$ cat src/rtl/hazard_pkg.sv
// Shared op-class encodings and per-stage hazard tuple types, used by this
// pipe and by the hazard detection unit.
package hazard_pkg;

    typedef enum logic [1:0] {
        OP_NONE   = 2'b00,
        OP_ALU    = 2'b01,
        OP_LOAD   = 2'b10,
        OP_BRANCH = 2'b11
    } optype_e;

    typedef struct packed {
        logic       valid;
        optype_e    optype;
        logic [4:0] rd;
        logic [4:0] rs2;
    } stage_info_t;

    // WB never forwards store data, so its slot has no rs2.
    typedef struct packed {
        logic       valid;
        optype_e    optype;
        logic [4:0] rd;
    } wb_info_t;

    localparam stage_info_t BUBBLE    = '{valid: 1'b0, optype: OP_NONE, rd: 5'd0, rs2: 5'd0};
    localparam wb_info_t    BUBBLE_WB = '{valid: 1'b0, optype: OP_NONE, rd: 5'd0};

    // An x0 write can never be a hazard, and only ALU/load ops write rd, so
    // downstream rd != 0 always implies optype is ALU or LOAD.
    function automatic stage_info_t normalize(input logic [1:0] optype,
                                              input logic [4:0] rd,
                                              input logic [4:0] rs2);
        stage_info_t info;
        logic        writes;
        writes      = (optype == OP_ALU) || (optype == OP_LOAD);
        info.valid  = 1'b1;
        info.optype = (writes && rd == 5'd0) ? OP_NONE : optype_e'(optype);
        info.rd     = writes ? rd : 5'd0;
        info.rs2    = rs2;
        return info;
    endfunction

endpackage

$ cat src/rtl/hazard_info_pipe_if.sv
// ID-stage decode, pipeline-register controls and per-stage hazard metadata.
// The master side drives decode/controls; the slave side is the pipe itself.
interface hazard_info_pipe_if #(parameter int CNT_W = 16);

    logic [1:0]       hazard_optype_ID;
    logic [4:0]       rd_ID;
    logic [4:0]       rs2_ID;
    logic             reg_DE_EN;
    logic             reg_DE_flush;
    logic             reg_EM_EN;
    logic             reg_EM_flush;
    logic             reg_MW_EN;
    logic             reg_FD_stall;
    logic             cnt_clr;

    logic [1:0]       hazard_optype_ctrl_before1;
    logic [1:0]       hazard_optype_ctrl_before2;
    logic [1:0]       hazard_optype_ctrl_before3;
    logic [4:0]       rd_EXE;
    logic [4:0]       rd_MEM;
    logic [4:0]       rd_WB;
    logic [4:0]       rs2_EXE;
    logic             valid_EXE;
    logic             valid_MEM;
    logic             valid_WB;
    logic [CNT_W-1:0] bubble_cnt;
    logic [CNT_W-1:0] stall_cnt;

    modport master (
        output hazard_optype_ID, rd_ID, rs2_ID,
               reg_DE_EN, reg_DE_flush, reg_EM_EN, reg_EM_flush, reg_MW_EN,
               reg_FD_stall, cnt_clr,
        input  hazard_optype_ctrl_before1, hazard_optype_ctrl_before2,
               hazard_optype_ctrl_before3, rd_EXE, rd_MEM, rd_WB, rs2_EXE,
               valid_EXE, valid_MEM, valid_WB, bubble_cnt, stall_cnt
    );

    modport slave (
        input  hazard_optype_ID, rd_ID, rs2_ID,
               reg_DE_EN, reg_DE_flush, reg_EM_EN, reg_EM_flush, reg_MW_EN,
               reg_FD_stall, cnt_clr,
        output hazard_optype_ctrl_before1, hazard_optype_ctrl_before2,
               hazard_optype_ctrl_before3, rd_EXE, rd_MEM, rd_WB, rs2_EXE,
               valid_EXE, valid_MEM, valid_WB, bubble_cnt, stall_cnt
    );

endinterface

$ cat src/rtl/hazard_info_pipe_sat_counter.sv
// Saturating event counter: clear beats increment, holds at all-ones.
module sat_counter #(parameter int W = 16) (
    input  logic         clk,
    input  logic         rst,
    input  logic         clr,
    input  logic         inc,
    output logic [W-1:0] cnt
);

    // NOTE: clocked state uses non-blocking assignments so every flop samples pre-edge values.
    always_ff @(posedge clk) begin
        if (rst || clr) begin
            cnt <= '0;
        end else if (inc && (cnt != '1)) begin
            cnt <= cnt + W'(1);
        end
    end

endmodule

$ cat src/rtl/hazard_info_pipe.sv
// Tracks {valid, optype, rd, rs2} through EXE/MEM/WB in lockstep with the
// datapath registers, and counts bubble and stall cycles.
module hazard_info_pipe
    import hazard_pkg::*;
#(
    parameter int CNT_W = 16
) (
    input logic               clk,
    input logic               rst,
    hazard_info_pipe_if.slave bus
);

    stage_info_t      id_info;
    stage_info_t      exe_q;
    stage_info_t      mem_q;
    wb_info_t         wb_q;
    logic [CNT_W-1:0] bubble_cnt;
    logic [CNT_W-1:0] stall_cnt;

    assign id_info = normalize(bus.hazard_optype_ID, bus.rd_ID, bus.rs2_ID);

    // NOTE: reset is synchronous, so rst is only tested inside the clocked block.
    always_ff @(posedge clk) begin
        if (rst) begin
            exe_q <= BUBBLE;
            mem_q <= BUBBLE;
            wb_q  <= BUBBLE_WB;
        end else begin
            // Flush dominates enable: a bubble goes in even while the stage is stalled.
            if (bus.reg_DE_flush) begin
                exe_q <= BUBBLE;
            end else if (bus.reg_DE_EN) begin
                exe_q <= id_info;
            end

            if (bus.reg_EM_flush) begin
                mem_q <= BUBBLE;
            end else if (bus.reg_EM_EN) begin
                mem_q <= exe_q;
            end

            if (bus.reg_MW_EN) begin
                wb_q <= '{valid: mem_q.valid, optype: mem_q.optype, rd: mem_q.rd};
            end
        end
    end

    sat_counter #(.W(CNT_W)) u_bubble_cnt (
        .clk (clk),
        .rst (rst),
        .clr (bus.cnt_clr),
        .inc (bus.reg_DE_flush || bus.reg_EM_flush),
        .cnt (bubble_cnt)
    );

    sat_counter #(.W(CNT_W)) u_stall_cnt (
        .clk (clk),
        .rst (rst),
        .clr (bus.cnt_clr),
        .inc (bus.reg_FD_stall),
        .cnt (stall_cnt)
    );

    assign bus.hazard_optype_ctrl_before1 = exe_q.optype;
    assign bus.hazard_optype_ctrl_before2 = mem_q.optype;
    assign bus.hazard_optype_ctrl_before3 = wb_q.optype;
    assign bus.rd_EXE                     = exe_q.rd;
    assign bus.rd_MEM                     = mem_q.rd;
    assign bus.rd_WB                      = wb_q.rd;
    assign bus.rs2_EXE                    = exe_q.rs2;
    assign bus.valid_EXE                  = exe_q.valid;
    assign bus.valid_MEM                  = mem_q.valid;
    assign bus.valid_WB                   = wb_q.valid;
    assign bus.bubble_cnt                 = bubble_cnt;
    assign bus.stall_cnt                  = stall_cnt;

endmodule

$ cat src/flat_wrapper.sv
// flat-port wrapper written by rule: the top's interface ports become plain ports
module hazard_info_pipe_flat import hazard_pkg::*;
#(
    parameter int CNT_W = 16
)
  (clk, rst, bus_hazard_optype_ID, bus_rd_ID, bus_rs2_ID, bus_reg_DE_EN, bus_reg_DE_flush, bus_reg_EM_EN, bus_reg_EM_flush, bus_reg_MW_EN, bus_reg_FD_stall, bus_cnt_clr, bus_hazard_optype_ctrl_before1, bus_hazard_optype_ctrl_before2, bus_hazard_optype_ctrl_before3, bus_rd_EXE, bus_rd_MEM, bus_rd_WB, bus_rs2_EXE, bus_valid_EXE, bus_valid_MEM, bus_valid_WB, bus_bubble_cnt, bus_stall_cnt);
  hazard_info_pipe_if #(.CNT_W(CNT_W)) bus_i ();
  input logic clk;
  input logic rst;
  input wire logic [$bits(bus_i.hazard_optype_ID)-1:0] bus_hazard_optype_ID;
  input wire logic [$bits(bus_i.rd_ID)-1:0] bus_rd_ID;
  input wire logic [$bits(bus_i.rs2_ID)-1:0] bus_rs2_ID;
  input wire logic [$bits(bus_i.reg_DE_EN)-1:0] bus_reg_DE_EN;
  input wire logic [$bits(bus_i.reg_DE_flush)-1:0] bus_reg_DE_flush;
  input wire logic [$bits(bus_i.reg_EM_EN)-1:0] bus_reg_EM_EN;
  input wire logic [$bits(bus_i.reg_EM_flush)-1:0] bus_reg_EM_flush;
  input wire logic [$bits(bus_i.reg_MW_EN)-1:0] bus_reg_MW_EN;
  input wire logic [$bits(bus_i.reg_FD_stall)-1:0] bus_reg_FD_stall;
  input wire logic [$bits(bus_i.cnt_clr)-1:0] bus_cnt_clr;
  output wire logic [$bits(bus_i.hazard_optype_ctrl_before1)-1:0] bus_hazard_optype_ctrl_before1;
  output wire logic [$bits(bus_i.hazard_optype_ctrl_before2)-1:0] bus_hazard_optype_ctrl_before2;
  output wire logic [$bits(bus_i.hazard_optype_ctrl_before3)-1:0] bus_hazard_optype_ctrl_before3;
  output wire logic [$bits(bus_i.rd_EXE)-1:0] bus_rd_EXE;
  output wire logic [$bits(bus_i.rd_MEM)-1:0] bus_rd_MEM;
  output wire logic [$bits(bus_i.rd_WB)-1:0] bus_rd_WB;
  output wire logic [$bits(bus_i.rs2_EXE)-1:0] bus_rs2_EXE;
  output wire logic [$bits(bus_i.valid_EXE)-1:0] bus_valid_EXE;
  output wire logic [$bits(bus_i.valid_MEM)-1:0] bus_valid_MEM;
  output wire logic [$bits(bus_i.valid_WB)-1:0] bus_valid_WB;
  output wire logic [$bits(bus_i.bubble_cnt)-1:0] bus_bubble_cnt;
  output wire logic [$bits(bus_i.stall_cnt)-1:0] bus_stall_cnt;
  assign bus_i.hazard_optype_ID = bus_hazard_optype_ID;
  assign bus_i.rd_ID = bus_rd_ID;
  assign bus_i.rs2_ID = bus_rs2_ID;
  assign bus_i.reg_DE_EN = bus_reg_DE_EN;
  assign bus_i.reg_DE_flush = bus_reg_DE_flush;
  assign bus_i.reg_EM_EN = bus_reg_EM_EN;
  assign bus_i.reg_EM_flush = bus_reg_EM_flush;
  assign bus_i.reg_MW_EN = bus_reg_MW_EN;
  assign bus_i.reg_FD_stall = bus_reg_FD_stall;
  assign bus_i.cnt_clr = bus_cnt_clr;
  assign bus_hazard_optype_ctrl_before1 = bus_i.hazard_optype_ctrl_before1;
  assign bus_hazard_optype_ctrl_before2 = bus_i.hazard_optype_ctrl_before2;
  assign bus_hazard_optype_ctrl_before3 = bus_i.hazard_optype_ctrl_before3;
  assign bus_rd_EXE = bus_i.rd_EXE;
  assign bus_rd_MEM = bus_i.rd_MEM;
  assign bus_rd_WB = bus_i.rd_WB;
  assign bus_rs2_EXE = bus_i.rs2_EXE;
  assign bus_valid_EXE = bus_i.valid_EXE;
  assign bus_valid_MEM = bus_i.valid_MEM;
  assign bus_valid_WB = bus_i.valid_WB;
  assign bus_bubble_cnt = bus_i.bubble_cnt;
  assign bus_stall_cnt = bus_i.stall_cnt;
  hazard_info_pipe #(.CNT_W(CNT_W)) u_core (.clk(clk), .rst(rst), .bus(bus_i));
endmodule
$ cat config.mk
export PLATFORM = sky130hd
export DESIGN_NAME = hazard_info_pipe_flat
export DESIGN_NICKNAME = d
export VERILOG_FILES = /design/src/rtl/hazard_pkg.sv /design/src/rtl/hazard_info_pipe_if.sv /design/src/rtl/hazard_info_pipe_sat_counter.sv /design/src/rtl/hazard_info_pipe.sv /design/src/flat_wrapper.sv
export SDC_FILE = /design/constraint.sdc
export NUM_CORES = 1
export LEC_CHECK = 0
export BUFFER_PORTS_ARGS = -buffer_cell sky130_fd_sc_hd__buf_2
export CORE_MARGIN = 5
export CORE_UTILIZATION = 45
export DETAILED_ROUTE_END_ITERATION = 7
export PLACE_DENSITY = 0.72
export REMOVE_ABC_BUFFERS = 1
export SETUP_SLACK_MARGIN = 0.2
export SYNTH_ARGS = -nofsm -noshare
export SYNTH_HDL_FRONTEND = slang
export SYNTH_SLANG_ARGS = --single-unit
$ cat constraint.sdc
create_clock -name clk -period 2 [get_ports clk]
set_input_delay 0.1 -clock clk [delete_from_list [all_inputs] [get_ports clk]]
set_output_delay 0.1 -clock clk [all_outputs]
set_load 0.01 [all_outputs]
==> impl_metrics.csv, run 1 <==
group,metric,value,unit
timing,finalSetupViolCount,0,
floorplanning,die_height,87.2,um
worst_setup_path,crit_path_end_kind,"register",
timing,hold_violations,0,
grt,globalRouteTotalUtil,17.1,%
place,placed_cells,438,
routing,routed_wire_length_per_instance,14.0,um
finish,design_area,0.00338,mm2
clock_tree,cts-root-buf,"sky130_fd_sc_hd__clkbuf_8",
timing,setup_skew_after_layout,0.00923,ns
timing,clock.fmax,600,MHz
grt,grt_first_pass_wirelength,10400,um
grt,grt_max_degree,27,
clock_tree,worstSkewPairLatency,0.33,ns
yosys,synthDominantAreaCellType,"sky130_fd_sc_hd__dfxtp_1",
timing,rsz_0062_raised_after_global_routing,"yes",
routing,detail-route-antenna-nets,0,
min_path,worstHoldPathType,"in2reg",
yosys,netlist_area,0.00268,mm2
place,area_after_dpl,0.00315,mm2
grt,antenna_violations_before_repair,0,
routing,met2_length,3160,um
routing,drt-pass1-iter-count,4,
worst_setup_path,critical_path_type,"reg2reg",
clock_tree,cts.sinks,61,
finish,final_cell_mix,"sky130_fd_sc_hd__buf_2 (81), sky130_fd_sc_hd__dfxtp_1 (61), sky130_fd_sc_hd__nor2_1 (39), sky130_fd_sc_hd__a21oi_1 (24), sky130_fd_sc_hd__mux2i_1 (24)",
yosys,netlist.area_leader.share,45.5,%
finish,layout-drive-gt1-share,30.9,%
floorplanning,die_x,87.2,um
timing,min_period_over_period,83.3,%
power_and_ir_drop,p_per_area,722,mW/mm2
place,pre_cts_ws,0.309,ns
worst_setup_path,critical_path.max_fanout,9,
routing,route.top_layer_used,"met4",
yosys,synth_area_leaders,"sky130_fd_sc_hd__dfxtp_1 (46%), sky130_fd_sc_hd__mux2i_1 (9.0%), sky130_fd_sc_hd__nor2_1 (5.5%)",
grt,grt.overflow.total,0,
clock_tree,clkTransAtPathRegs,0.07,ns
worst_setup_path,worst_setup_path_start_kind,"register",
timing,worst_pin_slew,0.532,ns
finish,final_util,57.7,%
clock_tree,cts_inserted_buffers,9,
timing,timing.setup.tns,0,ns
timing,whs,0.0148,ns
power_and_ir_drop,power_frac_clock,43.9,%
worst_setup_path,cp_data_arrival_time,1.89,ns
place,gpl_congestion,0.842,
routing,route.vias.total,2491,
routing,routed_wirelength,6390,um
yosys,synth-seq-area-share,45.5,%
status,run_status,"completed",
floorplanning,overall_die_area,0.00761,mm2
finish,final.fill_count,549,
power_and_ir_drop,switching_share,23.5,%
finish,flow.area_growth_from_synthesis,25.8,%
yosys,synthesis.yosys.warnings,0,
finish,design.final.nets,400,
floorplanning,floorplan.core_area,0.00585,mm2
power_and_ir_drop,seq_power_share,50.8,%
yosys,main_flop_type_after_synthesis,"sky130_fd_sc_hd__dfxtp_1",
clock_tree,cts-htree-levels,3,
yosys,synth_edf_count,0,
yosys,syn_inst_count,291,
yosys,flop_and_latch_count_out_of_synthesis,61,
timing,worst_slew_margin_rel,64.5,%
finish,insertedDiodeCount,0,
floorplanning,io-pin-count,82,
routing,wirelength_met1,2790,um
worst_setup_path,worst-r2r-setup-slack,0.33,ns
routing,viasPerCell,5.45,
grt,first_global_vias,2292,
yosys,syn-mean-instance-area,9.22,um2
timing,fin_crit,1.67,ns
timing,setup_slack,0.333,ns
yosys,async_set_or_reset_flop_fraction_in_the_synthesized_netlist,0,%
finish,stdcell_count,457,
floorplanning,initial_utilization,45.9,%
power_and_ir_drop,total_switching_power,573,uW
finish,layout.cells.most_common,"sky130_fd_sc_hd__buf_2",
worst_setup_path,cp_data_required_time,2.22,ns
power_and_ir_drop,p_int,1.86,mW
routing,detail_route.iter0.violations,98,
timing,max_slew_violations,0,
clock_tree,tritoncts,"yes",
power_and_ir_drop,static-leakage-power,1.50,nW
power_and_ir_drop,peakVddDrop,0.404,mV
power_and_ir_drop,comb_power_share,5.4,%
routing,route.met3.wl,298,um
floorplanning,rows,28,
place,io_buffer_count,81,
power_and_ir_drop,report.power.total,2.44,mW
run,timing.max_cap.violations,0,
yosys,synth.distinct_cells,44,
place,place_hpwl,4700,um
clock_tree,clockBufferDepth,2,
routing,drc_errors,0,
worst max-delay path, stage by stage (launching register included):
cell and delay [ns]:
sky130_fd_sc_hd__dfxtp_1 0.43, sky130_fd_sc_hd__nand4_1 0.30, sky130_fd_sc_hd__nor3_2 0.49, sky130_fd_sc_hd__nor2_1 0.13, sky130_fd_sc_hd__a31o_1 0.22
power groups by stage:
stage	combinational, mW	clock [mW]	sequential (mW)
final	0.131	1.07	1.24
after global routing	0.145	1.16	1.24
after CTS	0.133	1.10	1.24
after detailed placement	0.128	0	1.27
after global placement	0.127	0	1.26
after floorplan	0.0554	0	1.27
logic make-up after synthesis:
logic type               count (synthesis)  synth area share, %
XOR/XNOR                                 4                 1.31
flip-flops                              61                 45.5
AND/OR/NAND/NOR                        124                 25.9
buffers and inverters                   16                 2.94
multiplexers                            24                 8.95
AO/OA/AOI/OAI                           60                 14.5
adder cells (fa/ha/maj)                  2                0.932
final timing paths:
kind                               endpoint                        from  cells past startpoint
setup reg to reg  u_core.u_stall_cnt.cnt[9]  u_core.u_stall_cnt.cnt[12]                      4
hold / removal        u_core.bus.rs2_EXE[0]               bus_rs2_ID[0]                      3
setup / recovery  u_core.u_stall_cnt.cnt[9]  u_core.u_stall_cnt.cnt[12]                      4
hold reg to reg       u_core.bus.rs2_EXE[2]       u_core.bus.rs2_EXE[2]                      2
routing by layer:
| layer | up-vias | global-route usage (%) |
|---|---|---|
| met4 | 0 | 9.76 |
| met2 | 60 | 28.8 |
| met5 | - | 0 |
| li1 | 1260 | - |
| met3 | 12 | 2.74 |
| met1 | 1159 | 20.7 |
cell usage after synthesis (3+ instances only):
cell,instances
sky130_fd_sc_hd__dfxtp_1,61
sky130_fd_sc_hd__nor2_1,39
sky130_fd_sc_hd__a21oi_1,24
sky130_fd_sc_hd__mux2i_1,24
sky130_fd_sc_hd__nand2_1,18
sky130_fd_sc_hd__nand3_1,15
sky130_fd_sc_hd__o21ai_0,12
sky130_fd_sc_hd__nand4_1,10
sky130_fd_sc_hd__clkbuf_1,8
sky130_fd_sc_hd__or3_1,7
sky130_fd_sc_hd__and4_1,6
sky130_fd_sc_hd__nor3_1,5
sky130_fd_sc_hd__o31ai_1,5
sky130_fd_sc_hd__or4_1,5
sky130_fd_sc_hd__or2_2,4
sky130_fd_sc_hd__a31oi_1,3
sky130_fd_sc_hd__inv_1,3
sky130_fd_sc_hd__o2111ai_1,3
sky130_fd_sc_hd__xor2_1,3
area by class of cell:
cell class / instances / area, um2 / share of cell area (%)
multi-input combinational: 214 / 1390 / 41.3
sequential: 61 / 1220 / 36.2
timing repair buffer: 88 / 465 / 13.8
clock buffer: 11 / 131 / 3.89
tap: 75 / 93.8 / 2.78
clock inverter: 5 / 60.1 / 1.78
inverter: 3 / 11.3 / 0.334
registers in the layout (all words and copies together) (netlist names):
name,flops
u_core.u_bubble_cnt.cnt,16
u_core.u_stall_cnt.cnt,16
u_core.bus.rd_EXE,5
u_core.bus.rd_MEM,5
u_core.bus.rd_WB,5
u_core.bus.rs2_EXE,5
u_core.bus.hazard_optype_ctrl_before1,2
u_core.bus.hazard_optype_ctrl_before2,2
u_core.bus.hazard_optype_ctrl_before3,2
u_core.bus.valid_EXE,1
u_core.bus.valid_MEM,1
u_core.bus.valid_WB,1
what timing repair did:
action	in CTS	in global routing
endpoints found under the hold margin	3	0
hold buffers	3	0
resized for setup	0	3
buffers inserted	0	0
endpoints found under the setup margin	0	3
(Power assumes the default switching activity.)
==> run 2: changes to the inputs <==
--- a/config.mk
+++ b/config.mk
@@ -9,7 +9,7 @@
 export CORE_MARGIN = 5
 export CORE_UTILIZATION = 45
 export DETAILED_ROUTE_END_ITERATION = 7
-export PLACE_DENSITY = 0.72
+export PLACE_DENSITY = 0.75
 export REMOVE_ABC_BUFFERS = 1
 export SETUP_SLACK_MARGIN = 0.2
 export SYNTH_ARGS = -nofsm -noshare
==> constraint.sdc (replaced) <==
create_clock -name clk -period 1.4 [get_ports clk]
set_input_delay 0.07 -clock clk [delete_from_list [all_inputs] [get_ports clk]]
set_output_delay 0.07 -clock clk [all_outputs]
set_load 0.01 [all_outputs]
==> run 2 against run 1 <==
Net effect: the flow now finishes with violations (setup timing); critical path type unchanged; die area unchanged; critical endpoint is now u_core.u_bubble_cnt.cnt[15]; routed wire length increased by 32%; utilization up 16 points; non-clock buffer count increased by 75; cell count grew 17%; fmax up 7.2%; highest routed layer unchanged; combinational power grew 82%; critical path depth grew 1; clock-buffer cell count decreased by 2; via count up 19%; first-iteration DRC count grew 8.2%; register-to-register slack worse by 0.49 ns.
==> impl_metrics.csv, run 2 (synthesis gave the netlist of run 1 again) <==
group,metric,value,unit
status,run_status,"finished with violations",
status,failed_checks,"setup timing",
timing,setup_skew_after_layout,0.00996,ns
timing,max_slew_violations,0,
finish,layout-drive-gt1-share,53.5,%
floorplanning,initial_utilization,45.9,%
timing,worst_pin_slew,0.496,ns
finish,design.final.nets,476,
finish,final_cell_mix,"sky130_fd_sc_hd__buf_2 (82), sky130_fd_sc_hd__buf_4 (57), sky130_fd_sc_hd__nor2_1 (38), sky130_fd_sc_hd__dfxtp_1 (36), sky130_fd_sc_hd__mux2i_1 (24)",
grt,antenna_violations_before_repair,0,
timing,timing.setup.tns,-0.991,ns
power_and_ir_drop,peakVddDrop,0.654,mV
routing,route.vias.total,2964,
clock_tree,cts.sinks,61,
worst_setup_path,crit_buf_inv,0,
finish,final.fill_count,393,
grt,globalRouteTotalUtil,22.4,%
power_and_ir_drop,switching_share,24.9,%
timing,worst_slew_margin_rel,66.9,%
power_and_ir_drop,p_per_area,823,mW/mm2
power_and_ir_drop,static-leakage-power,1.98,nW
floorplanning,die_x,87.2,um
worst_setup_path,cp_slowest_stage_delay,0.52,ns
finish,stdcell_count,533,
clock_tree,cts-htree-levels,3,
grt,grt_max_degree,22,
timing,fin_crit,1.55,ns
finish,design_area,0.00433,mm2
power_and_ir_drop,power_frac_clock,44.0,%
worst_setup_path,critical_path.max_fanout,4,
routing,viasPerCell,5.56,
finish,flow.area_growth_from_synthesis,61.4,%
run,timing.max_cap.violations,0,
clock_tree,cts-root-buf,"sky130_fd_sc_hd__clkbuf_8",
timing,setup_slack,-0.155,ns
worst_setup_path,critical-path-top-delay-family,"simple AND/OR/NAND/NOR gates",
timing,clock.fmax,643,MHz
clock_tree,clkTransAtPathRegs,0.08,ns
place,io_buffer_count,81,
timing,hold_violations,0,
place,place_hpwl,5380,um
place,placed_cells,493,
place,gpl_congestion,0.875,
floorplanning,die_height,87.2,um
worst_setup_path,critical_path_type,"reg2reg",
floorplanning,floorplan.core_area,0.00585,mm2
power_and_ir_drop,comb_power_share,6.7,%
clock_tree,clockBufferDepth,2,
worst_setup_path,cp_data_arrival_time,1.81,ns
timing,min_period_over_period,111,%
worst_setup_path,crit_path_top_delay_cell,"sky130_fd_sc_hd__or4_4",
grt,first_global_vias,2896,
routing,routed_wire_length_per_instance,15.9,um
finish,layout.cells.most_common,"sky130_fd_sc_hd__buf_2",
place,pre_cts_ws,-0.180,ns
routing,detail_route.iter0.violations,106,
clock_tree,cts_inserted_buffers,9,
routing,routed_wirelength,8470,um
min_path,worstHoldPathType,"in2reg",
power_and_ir_drop,seq_power_share,49.4,%
clock_tree,worstSkewPairLatency,0.34,ns
worst_setup_path,cp_data_required_time,1.65,ns
routing,drc_errors,0,
power_and_ir_drop,report.power.total,3.57,mW
floorplanning,rows,28,
finish,insertedDiodeCount,0,
grt,grt_first_pass_wirelength,13500,um
worst_setup_path,critical_path.cell_chain,"ha_4, nand3_4, or4_4, and4_1, nor3_2",
worst_setup_path,worst_setup_path_start_kind,"register",
floorplanning,io-pin-count,82,
timing,finalSetupViolCount,18,
worst_setup_path,worst-r2r-setup-slack,-0.15,ns
timing,rsz_0062_raised_after_global_routing,"yes",
clock_tree,tritoncts,"yes",
grt,grt.overflow.total,0,
worst_setup_path,crit_path_end_kind,"register",
routing,drt-pass1-iter-count,4,
finish,largestRegisters,"u_core.u_bubble_cnt.cnt (16), u_core.u_stall_cnt.cnt (16)",
routing,detail-route-antenna-nets,0,
floorplanning,overall_die_area,0.00761,mm2
place,area_after_dpl,0.00356,mm2
power_and_ir_drop,p_int,2.68,mW
power_and_ir_drop,total_switching_power,888,uW
## run 2: what timing repair did
item                                    4_1_cts  5_1_grt
gates resized for setup                      73       31
endpoints found under the hold margin         7        0
setup buffers                                 9        6
endpoints found under the setup margin       32       32
hold buffers                                  7        0
pin swaps                                    31       27
cloned                                        2        0
## run 2: path summary, 6_finish.rpt
path	start	endpoint	depth (start not counted)
min	bus_rd_ID[3]	u_core.bus.rd_EXE[3]	3
max	u_core.u_bubble_cnt.cnt[0]	u_core.u_bubble_cnt.cnt[15]	5
max reg2reg	u_core.u_bubble_cnt.cnt[0]	u_core.u_bubble_cnt.cnt[15]	5
min reg2reg	u_core.bus.rd_EXE[0]	u_core.bus.rd_EXE[0]	2
## run 2: final cells by class
class | instances | area, um2 | share of cell area, %
Tap cell | 75 | 93.8 | 2.17
Clock buffer | 9 | 124 | 2.86
Inverter | 3 | 11.3 | 0.260
Clock inverter | 7 | 75.1 | 1.73
Sequential cell | 61 | 1270 | 29.3
Timing Repair Buffer | 163 | 1100 | 25.4
Multi-Input combinational cell | 215 | 1660 | 38.3
## run 2: routing by layer
metal	part of all wire [%]	global-route usage [%]
met2	52	38.4
met4	2.0	11.6
met5	0	0
met3	5.3	3.69
met1	41	26.9
## run 2: stage by stage
step	hold WS (ns)	util, %
3_5_place_dp	0.323	60.8
5_1_grt	0.00906	74.1
3_3_place_gp	0.301	60.8
6_report	0.0183	74.1
4_1_cts	0.00905	71.3
2_1_floorplan	0.142	-
## run 2: worst register-to-register path, cell delays in order, from the launching register on
cell and delay, ns:
sky130_fd_sc_hd__dfxtp_4 0.38, sky130_fd_sc_hd__ha_4 0.16, sky130_fd_sc_hd__nand3_4 0.09, sky130_fd_sc_hd__or4_4 0.52
sky130_fd_sc_hd__and4_1 0.19, sky130_fd_sc_hd__nor3_2 0.12
## run 2: power by group through the flow
stage                     Sequential [mW]  Combinational (mW)  Clock, mW
after floorplan                      1.81              0.0792          0
after detailed placement             1.81               0.197          0
after global routing                 1.76               0.261       1.68
final                                1.76               0.238       1.57
after CTS                            1.76               0.228       1.59
after global placement               1.81               0.194          0
==> run 3: changes to the inputs <==
--- a/config.mk
+++ b/config.mk
@@ -6,10 +6,12 @@
 export NUM_CORES = 1
 export LEC_CHECK = 0
 export BUFFER_PORTS_ARGS = -buffer_cell sky130_fd_sc_hd__buf_2
+export CELL_PAD_IN_SITES_DETAIL_PLACEMENT = 0
+export CELL_PAD_IN_SITES_GLOBAL_PLACEMENT = 1
 export CORE_MARGIN = 5
-export CORE_UTILIZATION = 45
+export CORE_UTILIZATION = 34
 export DETAILED_ROUTE_END_ITERATION = 7
-export PLACE_DENSITY = 0.75
+export PLACE_DENSITY = 0.76
 export REMOVE_ABC_BUFFERS = 1
 export SETUP_SLACK_MARGIN = 0.2
 export SYNTH_ARGS = -nofsm -noshare
==> run 3 against run 2 <==
Net effect: the flow still finishes with violations (setup timing); hold slack improved by 0.0073 ns; cell count increased by 6.6%; combinational power increased by 3%; critical endpoint is now u_core.u_bubble_cnt.cnt[9]; highest routed layer unchanged.
==> impl_metrics.csv, run 3 (synthesis gave the netlist of run 1 again) <==
group,metric,value,unit
min_path,worstHoldPathType,"in2reg",
finish,final_cell_mix,"sky130_fd_sc_hd__buf_2 (82), sky130_fd_sc_hd__buf_4 (61), sky130_fd_sc_hd__nor2_1 (39), sky130_fd_sc_hd__dfxtp_1 (35), sky130_fd_sc_hd__mux2i_1 (24)",
routing,viasPerCell,5.10,
timing,clock.fmax,658,MHz
worst_setup_path,cp_slowest_stage_delay,0.48,ns
finish,layout-drive-gt1-share,54.5,%
worst_setup_path,crit_top_cell,"sky130_fd_sc_hd__buf_4",
timing,rsz_0062_raised_after_global_routing,"yes",
place,pre_cts_ws,-0.162,ns
finish,design.final.nets,484,
clock_tree,clockBufferDepth,2,
grt,globalRouteTotalUtil,16.7,%
timing,max_slew_violations,0,
floorplanning,overall_die_area,0.00977,mm2
power_and_ir_drop,static-leakage-power,2.06,nW
timing,setup_slack,-0.119,ns
finish,stdcell_count,568,
routing,detail-route-antenna-nets,0,
routing,drc_errors,0,
clock_tree,cts-root-buf,"sky130_fd_sc_hd__clkbuf_8",
timing,timing.setup.tns,-1.14,ns
grt,grt_max_degree,14,
worst_setup_path,critical_path.max_fanout,6,
power_and_ir_drop,peakVddDrop,0.423,mV
grt,first_global_vias,2878,
clock_tree,cts_inserted_buffers,9,
worst_setup_path,worst-r2r-setup-slack,-0.12,ns
worst_setup_path,critical_path_type,"reg2reg",
routing,route.vias.total,2894,
status,failed_checks,"setup timing",
grt,antenna_violations_before_repair,0,
worst_setup_path,critical_path.cell_chain,"nand4_1, buf_4, nor4_2, buf_4, or4_4, a21oi_2",
routing,routed_wirelength,8400,um
place,place_hpwl,5840,um
power_and_ir_drop,p_per_area,803,mW/mm2
status,run_status,"finished with violations",
timing,finalSetupViolCount,22,
clock_tree,worstSkewPairLatency,0.33,ns
worst_setup_path,cp_data_arrival_time,1.78,ns
clock_tree,clkTransAtPathRegs,0.08,ns
finish,flow.area_growth_from_synthesis,65.5,%
floorplanning,die_height,98.8,um
floorplanning,io-pin-count,82,
timing,fin_crit,1.52,ns
floorplanning,initial_utilization,34.7,%
routing,detail_route.iter0.violations,79,
routing,routed_wire_length_per_instance,14.8,um
finish,design_area,0.00444,mm2
run,timing.max_cap.violations,0,
routing,drt-pass1-iter-count,4,
clock_tree,tritoncts,"yes",
finish,insertedDiodeCount,0,
finish,layout.cells.most_common,"sky130_fd_sc_hd__buf_2",
grt,grt.overflow.total,0,
grt,grt_first_pass_wirelength,13700,um
clock_tree,cts.sinks,61,
floorplanning,rows,32,
finish,largestRegisters,"u_core.u_bubble_cnt.cnt (16), u_core.u_stall_cnt.cnt (16)",
floorplanning,floorplan.core_area,0.00773,mm2
clock_tree,cts-htree-levels,3,
timing,whs,0.0255,ns
floorplanning,die_x,98.8,um
timing,min_period_over_period,109,%
place,placed_cells,525,
place,area_after_dpl,0.00363,mm2
place,gpl_congestion,0.807,
worst_setup_path,cp_data_required_time,1.66,ns
timing,worst_slew_margin_rel,79.5,%
timing,hold_violations,0,
worst_setup_path,worst_setup_path_start_kind,"register",
finish,final.fill_count,699,
worst_setup_path,crit_path_top_delay_cell,"sky130_fd_sc_hd__or4_4",
timing,worst_pin_slew,0.305,ns
timing,setup_skew_after_layout,0.0101,ns
place,io_buffer_count,81,
worst_setup_path,crit_path_end_kind,"register",
==> run 3: cell types whose count changed in the layout (fill, tap and decap cells not counted), sizes merged <==
cell / previous run / this run
inv: 4 / 3
dlygate4sd3: 7 / 6
clkbuf: 9 / 10
buf: 156 / 165
==> run 3: report_power, final <==
part / leakage, nW / total, mW / internal [mW] / switching (mW)
clock network: 0.0943 / 1.56 / 0.863 / 0.697
logic: 1.45 / 0.244 / 0.112 / 0.131
registers: 0.507 / 1.76 / 1.75 / 0.0148
total: 2.06 / 3.57 / 2.72 / 0.844
==> run 3: worst max-delay path, delay by kind of cell (launching register included) <==
| kind | cells | cell delay [ns] |
|---|---|---|
| AO/OA/AOI/OAI | 1 | 0.12 |
| buffers and inverters | 2 | 0.32 |
| AND/OR/NAND/NOR | 3 | 0.68 |
| flip-flops | 1 | 0.32 |
==> run 3: per-stage QoR <==
stage | power [mW] | util (%)
floorplan | 1.89 | -
global placement | 2.01 | 47.0
detailed placement | 2.02 | 47.0
CTS | 3.61 | 54.7
global route | 3.71 | 57.5
finish | 3.57 | 57.5
==> run 3: path summary, 6_finish.rpt <==
kind,cells past startpoint,to,start
worst min-delay path,3,u_core.bus.rs2_EXE[1],bus_rs2_ID[1]
worst max register to register,6,u_core.u_bubble_cnt.cnt[9],u_core.u_bubble_cnt.cnt[10]
worst max-delay path,6,u_core.u_bubble_cnt.cnt[9],u_core.u_bubble_cnt.cnt[10]
worst min register to register,2,u_core.bus.rd_EXE[0],u_core.bus.rd_EXE[0]
==> run 3: routing by layer <==
metal	track usage [%]	routed length (um)	up-vias
met5	0	0	-
met4	5.36	89	0
met3	3.33	294	10
met2	30.8	4500	57
met1	19.3	3520	1393
li1	-	-	1434
==> run 3: what timing repair did <==
item	4_1_cts	5_1_grt
gates cloned	2	0
endpoints found under the hold margin	6	0
hold buffers	6	0
endpoints found under the setup margin	32	32
pin swaps	38	11
setup buffers	9	10
resized for setup	71	38
==> run 3: cell type report <==
cell class / instances / area [um2] / area share [%]
clock inverters: 6 / 62.6 / 1.41
flip-flops and latches: 61 / 1260 / 28.5
inverters: 3 / 11.3 / 0.254
clock buffers: 10 / 138 / 3.10
multi-input cells: 215 / 1660 / 37.4
repair buffers: 171 / 1180 / 26.5
well taps: 102 / 128 / 2.87
